<file path="config.mk">
export PLATFORM = sky130hd
export DESIGN_NAME = ndro_bank
export DESIGN_NICKNAME = d
export VERILOG_FILES = /design/src/rtl/ndro_pkg.sv /design/src/rtl/ndro_chan.sv /design/src/rtl/ndro_bank.sv
export SDC_FILE = /design/constraint.sdc
export NUM_CORES = 1
export LEC_CHECK = 0
export CAP_MARGIN = 30
export CORE_AREA = 4 4 57 98
export DETAILED_ROUTE_END_ITERATION = 7
export DIE_AREA = 0 0 61 102
export PLACE_DENSITY = 0.76
export SYNTH_ARGS = -nofsm -noshare
export SYNTH_HDL_FRONTEND = slang
export SYNTH_SLANG_ARGS = --single-unit
export TNS_END_PERCENT = 30
</file>
<file path="constraint.sdc">
create_clock -name clk -period 1 [get_ports clk]
set_input_delay 0.15 -clock clk [delete_from_list [all_inputs] [get_ports clk]]
set_output_delay 0.15 -clock clk [all_outputs]
set_load 0.1 [all_outputs]
</file>
<file path="src/rtl/ndro_pkg.sv">
// ============================================================================
// Module      : ndro_pkg
// Description : Shared types and parameter limits for the NDRO storage bank.
// Revision    : 1.0 - initial release
// ============================================================================
`default_nettype none

package ndro_pkg;

    typedef enum logic {
        NDRO = 1'b0,
        DRO  = 1'b1
    } mode_e;

    localparam int CH_MAX    = 64;
    localparam int DELAY_MAX = 16;
    localparam int PW_MAX    = 8;

    // Width of a counter that must hold the values 0..max_val inclusive.
    function automatic int cnt_width(input int max_val);
        return (max_val < 1) ? 1 : $clog2(max_val + 1);
    endfunction

endpackage : ndro_pkg

`default_nettype wire

</file>
<file path="src/rtl/ndro_chan.sv">
// ============================================================================
// Module      : ndro_chan
// Description : One NDRO/DRO storage channel: state bit, violation flags,
//               read-latency pipeline and output pulse stretcher.
// Revision    : 1.0 - initial release
// ============================================================================
`default_nettype none

module ndro_chan
    import ndro_pkg::*;
#(
    parameter int    DELAY   = 3,
    parameter int    PULSE_W = 2,
    parameter mode_e MODE    = NDRO
) (
    input  logic clk,
    input  logic reset,
    input  logic din,
    input  logic clr,
    input  logic rd,
    output logic dout,
    output logic state_o,
    output logic dup_o,
    output logic su_viol_o
);

    localparam int             CW    = cnt_width(PULSE_W);
    localparam logic [CW-1:0]  C_PW  = CW'(PULSE_W);
    localparam logic [CW-1:0]  C_ONE = CW'(1);

    logic             state_q, state_d;
    logic             dup_q,   dup_d;
    logic             su_q,    su_d;
    logic [DELAY-1:0] pipe_q,  pipe_d;
    logic [CW-1:0]    cnt_q,   cnt_d;
    logic             samp;
    logic             pipe_out;

    // The read sees the pre-edge state, so a coincident din or clr never
    // changes what this read emits.
    assign samp     = rd & state_q;
    assign pipe_out = pipe_q[DELAY-1];

    always_comb begin
        state_d = state_q;
        if (clr) begin
            state_d = 1'b0;
        end else if (din) begin
            state_d = 1'b1;
        end else if (rd && (MODE == DRO)) begin
            state_d = 1'b0;
        end
    end

    always_comb begin
        dup_d = din & state_q & ~clr;
        su_d  = din & rd & ~state_q;
    end

    generate
        if (DELAY == 1) begin : g_pipe_single
            assign pipe_d = samp;
        end else begin : g_pipe_multi
            assign pipe_d = {pipe_q[DELAY-2:0], samp};
        end
    endgenerate

    // A retrigger reloads the full width, so merged pulses never show a gap.
    always_comb begin
        cnt_d = cnt_q;
        if (pipe_out) begin
            cnt_d = C_PW;
        end else if (cnt_q != '0) begin
            cnt_d = cnt_q - C_ONE;
        end
    end

    always_ff @(posedge clk) begin
        if (!reset) begin
            state_q <= 1'b0;
            dup_q   <= 1'b0;
            su_q    <= 1'b0;
            pipe_q  <= '0;
            cnt_q   <= '0;
        end else begin
            state_q <= state_d;
            dup_q   <= dup_d;
            su_q    <= su_d;
            pipe_q  <= pipe_d;
            cnt_q   <= cnt_d;
        end
    end

    assign dout      = (cnt_q != '0);
    assign state_o   = state_q;
    assign dup_o     = dup_q;
    assign su_viol_o = su_q;

endmodule : ndro_chan

`default_nettype wire

</file>
<file path="src/rtl/ndro_bank.sv">
// ============================================================================
// Module      : ndro_bank
// Description : Bank of CH non-destructive-readout cells sharing one read
//               strobe, with programmable latency and output pulse width.
// Revision    : 1.0 - initial release
// ============================================================================
`default_nettype none

module ndro_bank
    import ndro_pkg::*;
#(
    parameter int    CH      = 8,
    parameter int    DELAY   = 3,
    parameter int    PULSE_W = 2,
    parameter mode_e MODE    = NDRO
) (
    input  logic          clk,
    input  logic          reset,
    input  logic [CH-1:0] din,
    input  logic [CH-1:0] clr,
    input  logic          rd,
    output logic [CH-1:0] dout,
    output logic [CH-1:0] state_o,
    output logic [CH-1:0] dup_o,
    output logic [CH-1:0] su_viol_o
);

    generate
        if (CH < 1 || CH > CH_MAX) begin : g_bad_ch
            $error("ndro_bank: CH=%0d outside 1..%0d", CH, CH_MAX);
        end
        if (DELAY < 1 || DELAY > DELAY_MAX) begin : g_bad_delay
            $error("ndro_bank: DELAY=%0d outside 1..%0d", DELAY, DELAY_MAX);
        end
        if (PULSE_W < 1 || PULSE_W > PW_MAX) begin : g_bad_pw
            $error("ndro_bank: PULSE_W=%0d outside 1..%0d", PULSE_W, PW_MAX);
        end
    endgenerate

    generate
        for (genvar i = 0; i < CH; i++) begin : g_chan
            ndro_chan #(
                .DELAY   (DELAY),
                .PULSE_W (PULSE_W),
                .MODE    (MODE)
            ) u_chan (
                .clk       (clk),
                .reset     (reset),
                .din       (din[i]),
                .clr       (clr[i]),
                .rd        (rd),
                .dout      (dout[i]),
                .state_o   (state_o[i]),
                .dup_o     (dup_o[i]),
                .su_viol_o (su_viol_o[i])
            );
        end
    endgenerate

endmodule : ndro_bank

`default_nettype wire

</file>
[Yosys cells after proc, flatten, opt, wreduce, memory -nomap -nowiden]
Cells that the tools add are included.
Storage, ports and cells
  output and inout bits: 32
  logic and storage cells: 161
  input bits: 19
  bits in registers: 64
Cells by class
  reduce and logical (&&, ||, !) cells: 32
  bitwise gates (word level): 57
  add/subtract/negate cells: 8
  muxes and demuxes: 16
Operator list (number)
  $and 1x1->1: 40
  $mux 2: 16
  $reduce_bool 2->1: 16
  $reduce_or 2->1: 16
  $not 1->1: 17
  $sub 2x1->2 const B: 8

[Longest topological paths before layout]
  word-level depth: 3
  mapped depth: 3
  depth with buffers taken out: 2

[Cells and area by module]
Synthesis repeated with hierarchy kept, for this count alone.
Unflattened totals
  cells, all modules: 152
  area total of the unflattened synthesis: 1991.9 um^2
By module, submodules not included
  ndro_chan: seq. area each 160.2 um^2, cells an instance 19, area an instance 249.0 um^2, instances 8

[Least setup slack after synthesis]
No wires, ideal clock.
  path kind: flip-flop to output port
  start point: register g_chan[0].u_chan.cnt_q[1]
  end point: output port dout[0]
  cell stages (with the launch flop): 3
  arrival: 0.799 ns
  required time: 0.850 ns
  setup slack: 0.051 ns
  buffers on the path: 1
  path through: dfxtp_1 -> or2_2 -> buf_4
On the way
  cells in the longest elaborated chain, start to end: 1
Ends and longest elaborated chain
  start: declaration: RTL line ndro_chan.sv:35  | logic [CW-1:0] cnt_q, cnt_d;
  start signal: assignment: RTL line ndro_chan.sv:90  | cnt_q <= cnt_d;
  $reduce_bool 2->1: RTL line ndro_chan.sv:94  | assign dout = (cnt_q != '0);
  end: declaration: RTL line ndro_bank.sv:22  | output logic [CH-1:0] dout,
Every way passes these cells.

[Final worst setup path]
  start point: register g_chan[4].u_chan.cnt_q[0]
  end point: output port dout[4]
On the way
  cells in the longest elaborated chain, start to end: 1
Ends and longest elaborated chain (RTL line)
  start: declaration: ndro_chan.sv:35
  start signal: assignment: ndro_chan.sv:90
  $reduce_bool 2->1: ndro_chan.sv:94
Every way passes these cells.

==> reports/metrics.yaml <==
grt_overflow_total: 0
grt_usage_pct: 14.4
total_leakage_power_nw: 1.41
numCtsBuffers: 9
gp_congestion: 0.645
nFillCells: 328
grt_start_max_net_pins: 58
synth_nets: 210
tns_ns: -1.83
grt_pass1_wl_mm: 6.40
p_sw_mw: 1.29
pwr-share-clk_pct: 37.9
post_route_cells_drive_above_1_share_pct: 60.3
drt_iter0_markers: 7
route.detailed.drc: 0
reg2reg_to: "g_chan[3].u_chan.cnt_q[1]"
cap_violations: 0
fp.dieH_um: 102
endpoint: "dout[4]"
fin_ws_ns: -0.215
combPwrFrac_pct: 11.9
hp-class: "input pin to register"
rows: 34
die_w_um: 61
report.final.slew_viol_count: 0
ir_worst_vdd_mv: 1.37
place.detailed.hpwl_mm: 2.48
clk_pin_slew_ns: 0.06
nets: 256
grt_pass1_vias: 1444
rsz0062_at_grt: "true"
place_worst_setup_slack_ns: -0.308
wirelength_mm: 3.85
crit_fanout: 2
slew_headroom_pct: 81.5
utilization_pct: 69.1
yosys.cell_types.count: 16
htreeDepth: 3
syn_inst: 191
clock_skew_ns: 0.00622
required_ns: 0.85
avgSynthCellArea_um2: 11.9
crit_type: "register to output pin"
critPathCaptureType: "output pin"
setup.worst_path.start: "g_chan[4].u_chan.cnt_q[0]"
drtAntennaViolNets: 0
antenna_found_initial: 0
vias: 1421
syn_to_final_growth_pct: 47.5
setup_viol: 18
power_density_nw_per_um2: 1560
start_kind: "register"
status: "finished with violations"
ys_seq_area_share_pct: 56.4
ys_seq_elements: 64
numPortBuffers: 50
synth_top_family_by_area: "simple AND/OR/NAND/NOR gates"
clockBufferDepth: 2
cts_tree: "yes"
p_int_mw: 3.96
holdWs_ns: 0.379
dr.pass1.iters: 4
synthAdderAreaFrac_pct: 0
synth-xor-area-share_pct: 0
diodes: 0
power_frac_seq_pct: 50.2
fp.dieArea_um2: 6220
synth-compound-area-share_pct: 1.76
finalCritPeriodShare_pct: 121
hold_violations: 0
core_um2: 4850
wl_per_cell_um: 13.0
synth_mux_area_share_pct: 0
initial_core_util_pct: 46.9
yosys_warnings: 0
max_freq_ghz: 0.823
vias_per_cell: 4.80
arrival_ns: 1.06
rrSetupSlack_ns: 0.10
violations: "negative setup slack"
worstMarginPinSlew_ns: 0.277
synth_area_um2: 2270
power_switching_share_pct: 24.6
ios: 51
r2r_start: "g_chan[3].u_chan.cnt_q[0]"
period_minus_slack_ns: 1.21
cts.sinks: 64
rr_worst_depth: 4
cts_root_buf: "clkbuf_8"
clk_latency_ns: 0.32
synth-simple-area-share_pct: 29.8
cts_hold_buffers: 0
==> stage by stage <==
stage | power [mW] | std cells | cell area (um2)
after floorplan | 3.07 | 191 | 2270
after global placement | 3.29 | 260 | 2920
after detailed placement | 3.30 | 260 | 2920
after CTS | 5.27 | 290 | 3300
after global routing | 5.44 | 296 | 3350
final | 5.25 | 296 | 3350
==> cells in the mapped netlist <==
master	count	share of area, %
and3_2	8	2.6
or2_2	8	2.2
nor2b_1	4	1.1
and4bb_2	8	4.4
buf_4	34	11
and2b_1	4	1.3
nor2_1	8	1.3
nand2_4	1	0.50
nor3b_2	14	7.7
buf_2	2	0.44
and2_1	16	4.4
nor3b_1	2	0.66
and4b_1	8	3.5
dfxtp_1	64	56
clkbuf_2	2	0.44
a21oi_1	8	1.8
==> cell usage in the layout, fill, tap and decap left out <==
master           synthesis  layout
clkinv_2                 0       1
dfxtp_1                 64      26
nor2b_1                  4       4
buf_12                   0      33
and4b_1                  8       8
and2_1                  16      16
dfxtp_2                  0      30
clkdlybuf4s50_1          0      18
nor2_1                   8       8
dfxtp_4                  0       8
nor3b_1                  2       2
a21oi_1                  8       8
or2_4                    0       8
clkbuf_8                 0      12
buf_4                   34      22
and2b_1                  4       4
nor3b_2                 14      14
and4bb_2                 8       8
and3_2                   8       8
nand2_8                  0       1
clkinvlp_4               0       1
clkbuf_1                 0       2
==> cell type report <==
class / count / area [um2] / area share, %
clock buffers: 14 / 173 / 5.15
clock inverters: 2 / 12.5 / 0.373
multi-input cells: 89 / 746 / 22.2
flip-flops and latches: 64 / 1350 / 40.2
well taps: 54 / 67.6 / 2.01
repair buffers: 73 / 1010 / 30.0
==> layer usage <==
layer,vias to the layer above,wire length [um],global-route usage [%]
met5,-,0,0
met4,0,104,8.68
met3,12,221,5.69
met2,40,2190,24.1
met1,662,1340,14.4
li1,707,-,-
==> flip-flops by register name, indices dropped and copies added (netlist names) <==
signal	count
g_chan.u_chan.cnt_q	16
g_chan.u_chan.dup_o	8
g_chan.u_chan.pipe_q	24
g_chan.u_chan.state_o	8
g_chan.u_chan.su_viol_o	8
==> worst min-delay path by stage <==
stage	startpoint	end	slack, ns	depth (start not counted)
2_1_floorplan	clr[0]	g_chan[0].u_chan.state_o	0.22	1
3_3_place_gp	g_chan[7].u_chan.pipe_q[1]	g_chan[7].u_chan.pipe_q[2]	0.41	1
3_5_place_dp	g_chan[1].u_chan.pipe_q[0]	g_chan[1].u_chan.pipe_q[1]	0.42	1
4_1_cts	clr[3]	g_chan[3].u_chan.state_o	0.36	2
5_1_grt	clr[3]	g_chan[3].u_chan.state_o	0.39	2
6_report	clr[3]	g_chan[3].u_chan.state_o	0.38	2
==> cell families (layout without fill, tap and decap cells) <==
| logic type | count (synthesis) | in the layout |
|---|---|---|
| AOI/OAI and AO/OA | 8 | 8 |
| buffers and inverters | 38 | 89 |
| DFF | 64 | 64 |
| and+or+nand+nor | 81 | 81 |
==> power by group through the flow <==
stage,combinational (mW),clock [mW],sequential (mW)
3_5_place_dp,0.597,0,2.70
3_3_place_gp,0.591,0,2.70
4_1_cts,0.611,2.03,2.64
5_1_grt,0.650,2.16,2.64
6_report,0.624,1.99,2.63
2_1_floorplan,0.397,0,2.67
==> repair_timing <==
item,in CTS,in global routing
setup endpoints to repair,32,39
gates cloned,0,0
setup buffers,14,6
gates resized for setup,54,1
pin swaps,5,4
==> worst max-delay path: stages (launching register included) <==
cell     delay [ns]
dfxtp_2        0.32
or2_4          0.25
buf_12         0.17
Note: power is estimated with default switching activity, not from simulation.
